**src/rtl/tx_apb_pkg.sv**
```systemverilog
// Purpose    : shared register map, status bit position and FSM encodings for the TX config master.
// Latency    : n/a (declarations only).
// Backpressure: n/a.
// Contents   : register address constants, status bit index, state/step enums, step decode helpers.
package tx_apb_pkg;

  // TX slave register map (byte addresses on the APB segment)
  localparam int ADDR_PRESCALE = 0;
  localparam int ADDR_COMMAND  = 4;
  localparam int ADDR_TRANSMIT = 8;
  localparam int ADDR_ID       = 12;
  localparam int ADDR_DATA     = 16;
  localparam int ADDR_STATUS   = 20;

  // Status word: set while the TX FIFO cannot take another word
  localparam int STATUS_FIFO_FULL_BIT = 2;

  typedef enum logic [2:0] {
    ST_IDLE,
    ST_SETUP,
    ST_ACCESS,
    ST_DONE,
    ST_ERR
  } state_e;

  // Transfer order of one descriptor; the encoding is also the issue order
  typedef enum logic [2:0] {
    STEP_PRESCALE,
    STEP_ID,
    STEP_DATA,
    STEP_STATUS,
    STEP_TRANSMIT,
    STEP_COMMAND
  } step_e;

  // Register address targeted by a step
  function automatic int step_addr(step_e s);
    int a;
    a = ADDR_PRESCALE;
    case (s)
      STEP_PRESCALE: a = ADDR_PRESCALE;
      STEP_ID:       a = ADDR_ID;
      STEP_DATA:     a = ADDR_DATA;
      STEP_STATUS:   a = ADDR_STATUS;
      STEP_TRANSMIT: a = ADDR_TRANSMIT;
      STEP_COMMAND:  a = ADDR_COMMAND;
      default:       a = ADDR_PRESCALE;
    endcase
    return a;
  endfunction

  // Only the status poll is a read; every other step writes
  function automatic logic step_is_write(step_e s);
    return (s != STEP_STATUS);
  endfunction

endpackage

```
**src/rtl/apb_tx_cfg_master.sv**
```systemverilog
// Purpose    : APB master that writes one TX frame configuration, polls FIFO status, queues the word, kicks the command.
// Latency    : 2 cycles per APB transfer (+1 per PREADY wait); 13 cycles handshake-to-done with a clear first poll.
// Backpressure: req_ready only in IDLE; PREADY low stretches ACCESS; status poll aborts after MAX_POLL full reads.
// Ports      : PCLK_tx/PRESETn_tx clock and async active-low reset; req_* descriptor valid/ready handshake;
//              PADDR/PWDATA/PWRITE/PSEL/PENABLE/PRDATA/PREADY APB master side;
//              busy (descriptor in flight), done/err (1-cycle completion/abort pulses), last_status (last status read).
module apb_tx_cfg_master
  import tx_apb_pkg::*;
#(
  parameter int ADDRESSWIDTH = 5,
  parameter int DATAWIDTH    = 16,
  parameter int MAX_POLL     = 16,
  parameter int POLL_W       = 5
) (
  input  logic                    PCLK_tx,
  input  logic                    PRESETn_tx,
  // descriptor handshake
  input  logic                    req_valid,
  output logic                    req_ready,
  input  logic [15:0]             req_prescale,
  input  logic [15:0]             req_id,
  input  logic [15:0]             req_data,
  input  logic [11:0]             req_transmit,
  input  logic [7:0]              req_command,
  // APB master
  output logic [ADDRESSWIDTH-1:0] PADDR,
  output logic [DATAWIDTH-1:0]    PWDATA,
  output logic                    PWRITE,
  output logic                    PSEL,
  output logic                    PENABLE,
  input  logic [DATAWIDTH-1:0]    PRDATA,
  input  logic                    PREADY,
  // status
  output logic                    busy,
  output logic                    done,
  output logic                    err,
  output logic [15:0]             last_status
);

  state_e              state_q, state_d;
  step_e               step_q, step_d;
  logic [15:0]         prescale_q, prescale_d;
  logic [15:0]         id_q, id_d;
  logic [15:0]         data_q, data_d;
  logic [11:0]         transmit_q, transmit_d;
  logic [7:0]          command_q, command_d;
  logic [POLL_W-1:0]   poll_q, poll_d;
  logic [15:0]         last_status_q, last_status_d;

  logic [POLL_W-1:0]   poll_inc;
  logic                apb_active;
  logic [ADDRESSWIDTH-1:0] xfer_addr;
  logic [DATAWIDTH-1:0]    xfer_wdata;
  logic                    xfer_write;

  assign poll_inc = poll_q + POLL_W'(1);

  // ------------------------------------------------------------------
  // State register
  // ------------------------------------------------------------------
  always_ff @(posedge PCLK_tx or negedge PRESETn_tx) begin
    if (!PRESETn_tx) begin
      state_q       <= ST_IDLE;
      step_q        <= STEP_PRESCALE;
      prescale_q    <= '0;
      id_q          <= '0;
      data_q        <= '0;
      transmit_q    <= '0;
      command_q     <= '0;
      poll_q        <= '0;
      last_status_q <= '0;
    end else begin
      state_q       <= state_d;
      step_q        <= step_d;
      prescale_q    <= prescale_d;
      id_q          <= id_d;
      data_q        <= data_d;
      transmit_q    <= transmit_d;
      command_q     <= command_d;
      poll_q        <= poll_d;
      last_status_q <= last_status_d;
    end
  end

  // ------------------------------------------------------------------
  // Next-state logic
  // ------------------------------------------------------------------
  always_comb begin
    state_d       = state_q;
    step_d        = step_q;
    prescale_d    = prescale_q;
    id_d          = id_q;
    data_d        = data_q;
    transmit_d    = transmit_q;
    command_d     = command_q;
    poll_d        = poll_q;
    last_status_d = last_status_q;

    case (state_q)
      ST_IDLE: begin
        if (req_valid) begin
          prescale_d = req_prescale;
          id_d       = req_id;
          data_d     = req_data;
          transmit_d = req_transmit;
          command_d  = req_command;
          step_d     = STEP_PRESCALE;
          poll_d     = '0;
          state_d    = ST_SETUP;
        end
      end

      ST_SETUP: state_d = ST_ACCESS;

      ST_ACCESS: begin
        if (PREADY) begin
          // Default for write steps: next transfer follows immediately
          state_d = ST_SETUP;
          case (step_q)
            STEP_PRESCALE: step_d = STEP_ID;
            STEP_ID:       step_d = STEP_DATA;
            STEP_DATA:     step_d = STEP_STATUS;
            STEP_STATUS: begin
              last_status_d = 16'(PRDATA);
              poll_d        = poll_inc;
              if (!PRDATA[STATUS_FIFO_FULL_BIT]) begin
                step_d = STEP_TRANSMIT;
              end else if (poll_inc == POLL_W'(MAX_POLL)) begin
                // FIFO never drained: abandon before touching TRANSMIT/COMMAND
                state_d = ST_ERR;
              end
              // otherwise stay on STEP_STATUS and re-poll back-to-back
            end
            STEP_TRANSMIT: step_d  = STEP_COMMAND;
            STEP_COMMAND:  state_d = ST_DONE;
            default:       state_d = ST_ERR;
          endcase
        end
      end

      ST_DONE: state_d = ST_IDLE;
      ST_ERR:  state_d = ST_IDLE;
      default: state_d = ST_IDLE;
    endcase
  end

  // ------------------------------------------------------------------
  // Step -> APB address / direction / write data
  // ------------------------------------------------------------------
  always_comb begin
    xfer_addr  = ADDRESSWIDTH'(step_addr(step_q));
    xfer_write = step_is_write(step_q);
    xfer_wdata = '0;
    case (step_q)
      STEP_PRESCALE: xfer_wdata = DATAWIDTH'(prescale_q);
      STEP_ID:       xfer_wdata = DATAWIDTH'(id_q);
      STEP_DATA:     xfer_wdata = DATAWIDTH'(data_q);
      STEP_TRANSMIT: xfer_wdata = DATAWIDTH'(transmit_q);
      STEP_COMMAND:  xfer_wdata = DATAWIDTH'(command_q);
      default:       xfer_wdata = '0;  // status read drives zero
    endcase
  end

  // Bus fields are forced to zero outside a transfer so the segment is
  // quiet in IDLE/DONE/ERR and reads as reset values.
  assign apb_active = (state_q == ST_SETUP) || (state_q == ST_ACCESS);

  assign PSEL    = apb_active;
  assign PENABLE = (state_q == ST_ACCESS);
  assign PADDR   = apb_active ? xfer_addr  : '0;
  assign PWRITE  = apb_active ? xfer_write : 1'b0;
  assign PWDATA  = apb_active ? xfer_wdata : '0;

  assign req_ready   = (state_q == ST_IDLE);
  assign busy        = (state_q != ST_IDLE);
  assign done        = (state_q == ST_DONE);
  assign err         = (state_q == ST_ERR);
  assign last_status = last_status_q;

endmodule
```
**config.mk**
```make
export PLATFORM = sky130hd
export DESIGN_NAME = apb_tx_cfg_master
export DESIGN_NICKNAME = d
export VERILOG_FILES = /design/src/rtl/tx_apb_pkg.sv /design/src/rtl/apb_tx_cfg_master.sv
export SDC_FILE = /design/constraint.sdc
export NUM_CORES = 1
export LEC_CHECK = 0
export ABC_AREA = 1
export CORE_MARGIN = 5
export CORE_UTILIZATION = 30
export CTS_BUF_LIST = sky130_fd_sc_hd__clkbuf_4 sky130_fd_sc_hd__clkbuf_8
export DETAILED_ROUTE_END_ITERATION = 16
export SYNTH_ARGS = -nofsm -noshare
export SYNTH_HDL_FRONTEND = slang
export SYNTH_SLANG_ARGS = --single-unit
```
**constraint.sdc**
```tcl
create_clock -name PCLK_tx -period 2.1 [get_ports PCLK_tx]
set_clock_uncertainty 0.1 [all_clocks]
set_input_delay 0.42 -clock PCLK_tx [delete_from_list [all_inputs] [get_ports PCLK_tx]]
set_output_delay 0.42 -clock PCLK_tx [all_outputs]
set_load 0.01 [all_outputs]
```
==> results.md, run 1 <==
- Critical Path Most Common Cell: buf_6
- Synth warn: 0
- CTS clk-pin slew, worst paths: 0.09 ns
- Worst-skew pair later-pin latency: 0.37 ns
- Share of layout cells above drive strength 1: 0.360
- Routed wl met3: 666 microns
- Critical path class: register to primary output
- Crit path DAT: 1.84 ns
- Slew @ Worst Pin: 0.513 ns
- Syn avg cell area: 9.76 sq um
- CTS H-tree lvls: 3
- Top cells by area, synth: dfrtp_1, nand2_1, mux2_2, mux2_4, nor2_1
- First-pass GRT wire length: 20.2 mm
- Hold crit path type: register to register
- Crit Path Max Fanout: 7
- Chip Width: 133 microns
- GRT Overall Usage: 0.143
- Initial antenna violation count: 0
- WL met2: 6.03 mm
- Number of inserted diodes: 0
- Post-synth top area share: 0.525
- Fillers: 1437
- Core ar.: 15000 sq um
- Via density: 4.47
- Pin count of the biggest net entering global routing: 96
- Number of I/O pins: 132
- Max frequency: 0.424 GHz
- Mapped Cells: 464
- Final net count: 730
- Area leader, netlist: dfrtp_1
- Clock buffer count from CTS: 9
- Total congestion overflow: 0
- Starting density of the core: 0.302
- R2r worst-path depth: 9
- Die height: 133 microns
- Initial DRC Count: 155
- Routed wire length: 12.4 mm
- Shortest period the worst path allows: 2.36 ns
- VDD IR max: 643 uV
- Die Area: 17700 sq um
- Reg2reg start: state_q[0]
- Cell Area, Synth: 4530 sq um
- Hold Crit Start: last_status[11]
- Vias in the first global route: 3984
- Max incr delay on CP: 0.42 ns
- Total vias in the final route: 3725
- Final design area excluding fillers: 6870 sq um
- Worst setup margin: -0.256 ns
- Worst Hold End: last_status[11]
- # DRC: 0
- Reg2Reg Capture Point: prescale_q[4]
- CP endpoint kind: primary output
- Max Cap Violations: 0
- WL met1: 5.65 mm
- DRT antenna net count: 0
- Slowest CP cell: dfrtp_1
- CTS tree: done
- PortBufs: 129
- CP required: 1.58 ns
- Placed Instance Area: 6260 sq um
- Clock sinks: 95
- Place WS: -0.352 ns
- Unrepaired setup endpoints after global routing: true
- Fin crit share: 1.12
- R2r setup slk: 0.23 ns
- FF+latch count, synth: 95
- Leakage power: 3.28 nW
- Root Buffer: clkbuf_8
- # rows: 45
- Area grow syn2layout: 51.7%
- Count of different cell masters after synthesis: 28
- Status: finished with violations
- Max Slew Vio Count: 0
- Gpl congestion: 0.757
- Crit path cell chain: buf_6 > nor2_4 > inv_4 > nor2_4 > buf_6 > buf_6 > nand2_4 > nand3_2 > nor2_2 > nor2_1 > buf_2
- Wirelength per Cell: 14.9 microns
- Failing checks: negative setup slack
- Clock buffer depth: 2
- Hold depth: 2
- Setup-failing EPs final: 17
- Rel. slew slack: 0.658
- Pre-antenna DRT Iters: 4
- DP Wirelength: 9.05 mm
- P per Cell Area: 1300 nW/um^2
- Final Hold Vio Count: 0
- Seq/Total Area, Yosys: 0.525
- CP Launch Type: register
- DR top layer: met4
-- sequential cells by signal (all words and copies together), names as in the netlist --
signal and flops:
state_q 3, transmit_q 12, command_q 8, data_q 16, last_status 16, step_q 3, prescale_q 16, id_q 16
poll_q 5
-- kinds of logic after synthesis --
group,after synthesis,share of synthesized area
AOI/OAI and AO/OA,54,0.0696
adders and majority gates,2,0.00552
buffers and inverters,62,0.0674
DFF,95,0.525
muxes,52,0.143
other,1,0.000828
and+or+nand+nor,198,0.188
-- layer usage --
metal | GRT usage | up-vias
li1 | - | 1835
met1 | 0.179 | 1790
met2 | 0.241 | 95
met3 | 0.0479 | 5
met4 | 0.0260 | 0
met5 | 0 | -
-- placed cells by master (no fill, tap or decap), types with 11 or more instances in the layout --
master and n:
a21oi_1 12, nor2_1 31, buf_4 32, buf_2 15, inv_1 29, clkbuf_8 11
a21oi_2 15, buf_6 23, nand2_1 109, mux2_4 17, dfrtp_1 93, mux2_2 35
clkdlybuf4s50_1 102, nand2_2 14
-- cells in the mapped netlist --
library cell    n
conb_1          1
nand4_1         2
nor3_1          3
nand2_2         4
buf_2           8
nor3_4          1
o211ai_1        1
dfrtp_1        95
o22ai_1         4
nand2_4         1
buf_4           6
o21ai_0        21
and3_1          4
nand3_2         1
nor2_4          3
inv_4           1
nor2_8          1
nor2_1         39
nand2_1       126
a21oi_2        10
a21oi_1        18
inv_1          38
mux2_2         35
ha_1            2
nand3_1        13
mux2_4         17
buf_6           5
inv_2           4
-- timing repair --
item / CTS / global route
gates resized for setup: 142 / 73
hold buffers: 1 / 0
buffers inserted: 10 / 7
endpoints found under the setup margin: 26 / 23
pin swaps: 25 / 24
endpoints found under the hold margin: 4 / 0
-- critical path: cells and delay by family (launching register included) --
family | cells | cell delay, ns
simple gates | 6 | 0.47
flops | 1 | 0.42
buf+inv | 5 | 0.59
-- metrics by stage --
stage          hold WS (ns)  std cells   util  power, mW  TNS (ns)
3_3_place_gp          0.357        801  0.418       7.00     -4.63
3_5_place_dp          0.359        801  0.418       7.08     -4.42
4_1_cts               0.379        828  0.444       8.66     -4.82
5_1_grt               0.400        833  0.459       9.58     -5.10
6_report              0.375        833  0.459       8.95     -3.02
2_1_floorplan        0.0244        465      -       5.20         0
-- worst max-delay path by stage --
stage / startpoint / to / slack, ns
after floorplan: state_q[2] / PWDATA[10] / 0.23
after global placement: step_q[1] / PWDATA[0] / -0.38
after detailed placement: step_q[1] / PWDATA[0] / -0.35
after CTS: step_q[1] / PWDATA[9] / -0.34
after global routing: step_q[1] / PWDATA[2] / -0.37
final: step_q[1] / PWDATA[2] / -0.26
-- cell type report --
| type | count | area (sq um) | share of cell area |
|---|---|---|---|
| Inverter | 43 | 174 | 0.0253 |
| Multi-Input combinational cell | 308 | 2100 | 0.305 |
| Clock inverter | 3 | 65.1 | 0.00947 |
| Clock buffer | 13 | 166 | 0.0242 |
| Timing Repair Buffer | 183 | 1750 | 0.255 |
| Tap cell | 188 | 235 | 0.0342 |
| Sequential cell | 95 | 2380 | 0.346 |
-- power breakdown --
| part | internal [mW] | switching, mW | leakage [nW] |
|---|---|---|---|
| Combinational | 2.38 | 2.16 | 2.00 |
| Sequential | 2.58 | 0.439 | 1.15 |
| Clock | 0.762 | 0.629 | 0.120 |
| Total | 5.73 | 3.23 | 3.28 |
Note: power is estimated with default switching activity, not from simulation.
==> run 2, diff against run 1 <==
Clock period 2.1 ns to 2.2 ns, I/O delays scaled along.
==> run 2 against run 1 <==
The run still ends with negative setup slack left. Via count is 0.51% higher. Sequential power shrank 6%. Hold slack worse by 0.019 ns. Global-route usage rose by 0.11 points. Design area fell by 1.1%. Critical path depth down 2. Clock power about the same. Wire length shrank 0.29%. Highest routed layer unchanged.
==> results.md, run 2 (synthesized netlist as in run 1, its figures left out) <==
- Worst setup margin: -0.184 ns (+0.0720 ns)
- Delay-heaviest family, CP: buffers and inverters
- Clock sinks: 95 (unchanged)
- Total vias in the final route: 3744 (+0.51%)
- Critical Path Most Common Cell: buf_6
- TNS Setup: -2.28 ns (+0.737 ns)
- Initial DRC Count: 125 (-19%)
- CTS H-tree lvls: 3 (unchanged)
- PortBufs: 129 (unchanged)
- Failing checks: negative setup slack
- Starting density of the core: 0.302 (unchanged)
- CTS clk-pin slew, worst paths: 0.09 ns (about the same)
- Hold crit path type: input port to async pin
- Inst Count DP: 800 (-0.12%)
- Slowest CP cell: dfrtp_1
- Most frequent cells in the layout: nand2_1, clkdlybuf4s50_1, dfrtp_1, mux2_2
- Clock buffer depth: 2 (unchanged)
- Number of I/O pins: 132 (unchanged)
- Core ar.: 15000 sq um (unchanged)
- Commonest non-fill, non-tap cell in the layout: nand2_1
- WL met2: 5.89 mm (-2.2%)
- Status: finished with violations
- CP endpoint kind: primary output
- Final design area excluding fillers: 6790 sq um (-1.1%)
- WL met1: 5.51 mm (-2.4%)
- P per Cell Area: 1240 nW/um^2 (-4.9%)
- Routed wire length: 12.4 mm (-0.29%)
- Crit path cell chain: inv_2 > buf_6 > nor3_4 > buf_6 > buf_12 > nand2_1 > and3_4 > a21oi_2 > buf_2
- VDD IR max: 471 uV (-27%)
- Crit path DAT: 1.84 ns (about the same)
- Die Area: 17700 sq um (unchanged)
- Final Hold Vio Count: 0 (unchanged)
- GRT Overall Usage: 0.144 (+0.00111)
- Gpl congestion: 0.757 (unchanged)
- Unrepaired setup endpoints after global routing: true
- Setup-failing EPs final: 17 (unchanged)
- Via density: 4.52 (+1.1%)
- DR top layer: met4
- Area grow syn2layout: 50.0%
- Placed Instance Area: 6250 sq um (-0.12%)
- Routed wl met3: 785 microns (+18%)
- CP Launch Type: register
- Clock buffer count from CTS: 9 (unchanged)
- Worst Hold Margin: 0.357 ns (-0.0186 ns)
- Critical path class: register to primary output
- DRT antenna net count: 0 (unchanged)
- Share of layout cells above drive strength 1: 0.330 (-0.0300)
- Pin count of the biggest net entering global routing: 59 (-39%)
- Worst-skew pair later-pin latency: 0.37 ns (about the same)
- Crit Path Max Fanout: 4 (-3)
- Pre-antenna DRT Iters: 4 (unchanged)
- Number of inserted diodes: 0 (unchanged)
- Max Slew Vio Count: 0 (unchanged)
- Max frequency: 0.419 GHz
- CTS tree: done
- Root Buffer: clkbuf_8
- Place WS: -0.272 ns (+0.0799 ns)
- Final core occ: 0.454 (-0.00518)
- Leakage power: 3.23 nW (-1.4%)
- WP buf/inv: 5 (unchanged)
- Max incr delay on CP: 0.40 ns (-0.02 ns)
- Total congestion overflow: 0 (unchanged)
- Shortest period the worst path allows: 2.38 ns
- Chip Width: 133 microns (unchanged)
- Fin crit share: 1.08
- Fillers: 1410 (-1.9%)
- Tot Pwr: 8.42 mW (-6.0%)
- Initial antenna violation count: 0 (unchanged)
- Vias in the first global route: 3978 (-0.15%)
- CP required: 1.66 ns (+0.08 ns)
- Max Cap Violations: 0 (unchanged)
- # rows: 45 (unchanged)
- Die height: 133 microns (unchanged)
- Cell Count, Final, Fillers Out: 828 (-0.60%)
- # DRC: 0 (unchanged)
- DP Wirelength: 9.18 mm (+1.3%)
- Final net count: 725 (-0.68%)
- Wirelength per Cell: 15.0 microns (+0.31%)
- First-pass GRT wire length: 20.3 mm (+0.54%)
## run 2: cell types whose count changed in the layout (fill, tap and decap cells not counted), moves of 4 or more
| cell | previous run | this run |
|---|---|---|
| nand2_4 | 8 | 3 |
| buf_6 | 23 | 17 |
| inv_2 | 10 | 6 |
| nand2_1 | 109 | 116 |
| inv_1 | 29 | 33 |
| dlygate4sd2_1 | 2 | 6 |
## run 2: where the power goes
group          switching, mW  internal (mW)
clock                  0.619          0.782
sequential             0.392           2.46
combinational           2.01           2.15
## run 2: layout make-up
cell class              instances  area, sq um  area share
clock buffers                  10          138      0.0203
clock inverters                 6          108      0.0158
inverters                      43          171      0.0252
multi-input cells             308         2050       0.301
flip-flops and latches         95         2380       0.350
well taps                     188          235      0.0346
repair buffers                178         1720       0.253
## run 2: layer usage
| metal | vias to the layer above | track usage |
|---|---|---|
| met5 | - | 0 |
| met4 | 0 | 0.0479 |
| met3 | 16 | 0.0403 |
| met2 | 101 | 0.233 |
| met1 | 1804 | 0.185 |
| li1 | 1823 | - |
## run 2: worst paths after layout
| check | endpoint | slack (ns) | start | cells past startpoint |
|---|---|---|---|---|
| setup reg to reg | step_q[0] | 0.40 | step_q[2] | 10 |
| setup / recovery | PWDATA[9] | -0.18 | step_q[1] | 9 |
| hold reg to reg | last_status[0] | 0.37 | last_status[0] | 2 |
| hold / removal | last_status[8] | 0.36 | PRESETn_tx | 2 |
| min in group PCLK_tx | last_status[0] | 0.37 | last_status[0] | 2 |
| max in group asynchronous | transmit_q[11] | 1.07 | PRESETn_tx | 3 |
## run 2: timing repair
item,4_1_cts,5_1_grt
endpoints found under the setup margin,25,19
buffers inserted,7,4
gates resized for setup,135,44
pin swaps,12,16
hold endpoints to repair,11,0
hold buffers,1,0
## run 2: worst register-to-register path, stage by stage (launching register included)
cell	delay [ns]
dfrtp_2	0.44
buf_12	0.14
buf_4	0.15
nor2_4	0.13
nand2_2	0.07
buf_4	0.15
nor2_1	0.13
nand2_1	0.11
nand3_2	0.14
nand2_1	0.07
o21ai_0	0.08
==> run 3, diff against run 2 <==
Settings changed: SKIP_LAST_GASP from default to 1.
==> run 3 against run 2 <==
Critical path depth rose by 1. Clock power is essentially flat. The flow still finishes with violations (negative setup slack). Critical endpoint is now PWDATA[8]. Setup slack is essentially flat. Combinational power rose by 2%. Cell count increased by 0.12%.
==> results.md, run 3 (synthesized netlist as in run 1, its figures left out) <==
- Area grow syn2layout: 50.4%
- Critical path class: register to primary output
- Pin count of the biggest net entering global routing: 59 (unchanged)
- Net Sw Power: 3.06 mW (+1.2%)
- Gpl congestion: 0.757 (unchanged)
- Number of inserted diodes: 0 (unchanged)
- CP Depth: 10 (+1)
- WP buf/inv: 5 (unchanged)
- # rows: 45 (unchanged)
- Tot Pwr: 8.51 mW (+1.1%)
- Hold crit path type: input port to async pin
- WL met2: 5.92 mm (+0.49%)
- Clock buffer depth: 2 (unchanged)
- Die Area: 17700 sq um (unchanged)
- Commonest non-fill, non-tap cell in the layout: nand2_1
- CTS clk-pin slew, worst paths: 0.09 ns (about the same)
- Via density: 4.52 (about the same)
- Routed wire length: 12.4 mm (about the same)
- Worst setup margin: -0.184 ns (-0.000225 ns)
- First-pass GRT wire length: 20.2 mm (-0.37%)
- Initial DRC Count: 127 (+1.6%)
- P_int: 5.45 mW (+0.99%)
- Starting density of the core: 0.302 (unchanged)
- Max frequency: 0.419 GHz (about the same)
- Fillers: 1405 (-0.35%)
- P per Cell Area: 1250 nW/um^2 (+0.76%)
- Total vias in the final route: 3750 (+0.16%)
- Shortest period the worst path allows: 2.38 ns (+0.000225 ns)
- Pre-antenna DRT Iters: 4 (unchanged)
- GRT Overall Usage: 0.143 (-0.000482)
- DP Wirelength: 9.18 mm (unchanged)
- Final net count: 726 (+0.14%)
- CTS H-tree lvls: 3 (unchanged)
- Unrepaired setup endpoints after global routing: true
- Chip Width: 133 microns (unchanged)
- Comb pwr share: 0.499 (+0.004)
- Worst-skew pair later-pin latency: 0.37 ns (about the same)
- PortBufs: 129 (unchanged)
- VDD IR max: 470 uV (-0.15%)
- Die height: 133 microns (unchanged)
- Clock sinks: 95 (unchanged)
- Fin crit share: 1.08 (about the same)
- Clock buffer count from CTS: 9 (unchanged)
- Core ar.: 15000 sq um (unchanged)
- Placed Instance Area: 6250 sq um (unchanged)
- Max incr delay on CP: 0.41 ns (about the same)
- Delay-heaviest family, CP: buffers and inverters
- Failing checks: negative setup slack
- Crit Path Max Fanout: 6 (+2)
- Share of layout cells above drive strength 1: 0.346 (+0.0166)
- CP Launch Type: register
- Crit path DAT: 1.84 ns (about the same)
- # DRC: 0 (unchanged)
- Leakage power: 3.23 nW (-0.13%)
- Number of I/O pins: 132 (unchanged)
- Critical Path Most Common Cell: buf_6
- CTS tree: done
- Sequential Power Share: 0.337 (-0.002)
- Root Buffer: clkbuf_8
- Routed wl met3: 794 microns (+1.1%)
- Final Hold Vio Count: 0 (unchanged)
- CP required: 1.66 ns (about the same)
- Slowest CP cell: dfrtp_1
- Clock power frac: 0.164 (-0.002)
- Setup-failing EPs final: 17 (unchanged)
- Final design area excluding fillers: 6810 sq um (+0.31%)
- DR top layer: met4
- Most frequent cells in the layout: nand2_1, clkdlybuf4s50_1, dfrtp_1, mux2_2, nor2_1
- Final core occ: 0.455 (+0.00142)
- Total congestion overflow: 0 (unchanged)
- Max Cap Violations: 0 (unchanged)
- Max Slew Vio Count: 0 (unchanged)
- Status: finished with violations
- Wirelength per Cell: 14.9 microns (-0.11%)
- R2r worst-path depth: 10 (unchanged)
- Crit path cell chain: buf_6 > nor2_4 > inv_4 > nor2_4 > buf_6 > buf_6 > nand2_1 > and3_1 > a21oi_2 > buf_2
- WL met1: 5.47 mm (-0.83%)
- Sw Ratio: 0.359 (+0.000531)
- DRT antenna net count: 0 (unchanged)
- Initial antenna violation count: 0 (unchanged)
- CP endpoint kind: primary output
- Vias in the first global route: 3943 (-0.88%)
[run 3: cell count changes in the layout (fill, tap and decap cells not counted), sizes merged]
cell,delta
dlygate4sd2,-2
buf,+1
clkdlybuf4s15,+1
dlymetal6s2s,+1
[run 3: final cells by class]
class / count / area [sq um] / share of cell area
Clock buffer: 10 / 138 / 0.0202
Inverter: 43 / 174 / 0.0255
Timing Repair Buffer: 179 / 1720 / 0.252
Sequential cell: 95 / 2380 / 0.349
Tap cell: 188 / 235 / 0.0345
Multi-Input combinational cell: 308 / 2060 / 0.302
Clock inverter: 6 / 108 / 0.0158
[run 3: path summary, 6_finish.rpt]
check | startpoint | endpoint | slack (ns)
worst max-delay path | step_q[1] | PWDATA[8] | -0.18
worst min-delay path | PRESETn_tx | last_status[8] | 0.36
worst max register to register | step_q[2] | step_q[0] | 0.32
worst min register to register | last_status[0] | last_status[0] | 0.37
max in group asynchronous | PRESETn_tx | state_q[2] | 1.05
min in group PCLK_tx | last_status[0] | last_status[0] | 0.37
[run 3: metal layers]
metal / global-route usage / vias up
met1: 0.185 / 1798
met2: 0.231 / 110
met5: 0 / -
met3: 0.0403 / 16
li1: - / 1826
met4: 0.0479 / 0
[run 3: power by group through the flow]
stage | sequential [mW] | clock, mW | combinational [mW]
2_1_floorplan | 2.78 | 0 | 2.18
3_3_place_gp | 2.84 | 0 | 3.82
3_5_place_dp | 2.87 | 0 | 3.88
4_1_cts | 2.84 | 1.45 | 3.90
5_1_grt | 2.95 | 1.52 | 4.63
6_report | 2.87 | 1.40 | 4.24
[run 3: timing repair]
item	in CTS	in global routing
resized for setup	126	65
hold buffers	1	0
endpoints found under the hold margin	11	0
pin swaps	10	24
buffers inserted	7	5
setup endpoints to repair	25	21
[run 3: stage by stage]
step	hold WS, ns	instances	TNS [ns]	setup slack [ns]
final	0.358	829	-1.71	-0.184
after global routing	0.356	829	-3.79	-0.278
after CTS	0.332	824	-2.54	-0.224
after detailed placement	0.193	800	-2.91	-0.272
after global placement	0.194	800	-2.58	-0.270
after floorplan	0.0444	465	0	0.305
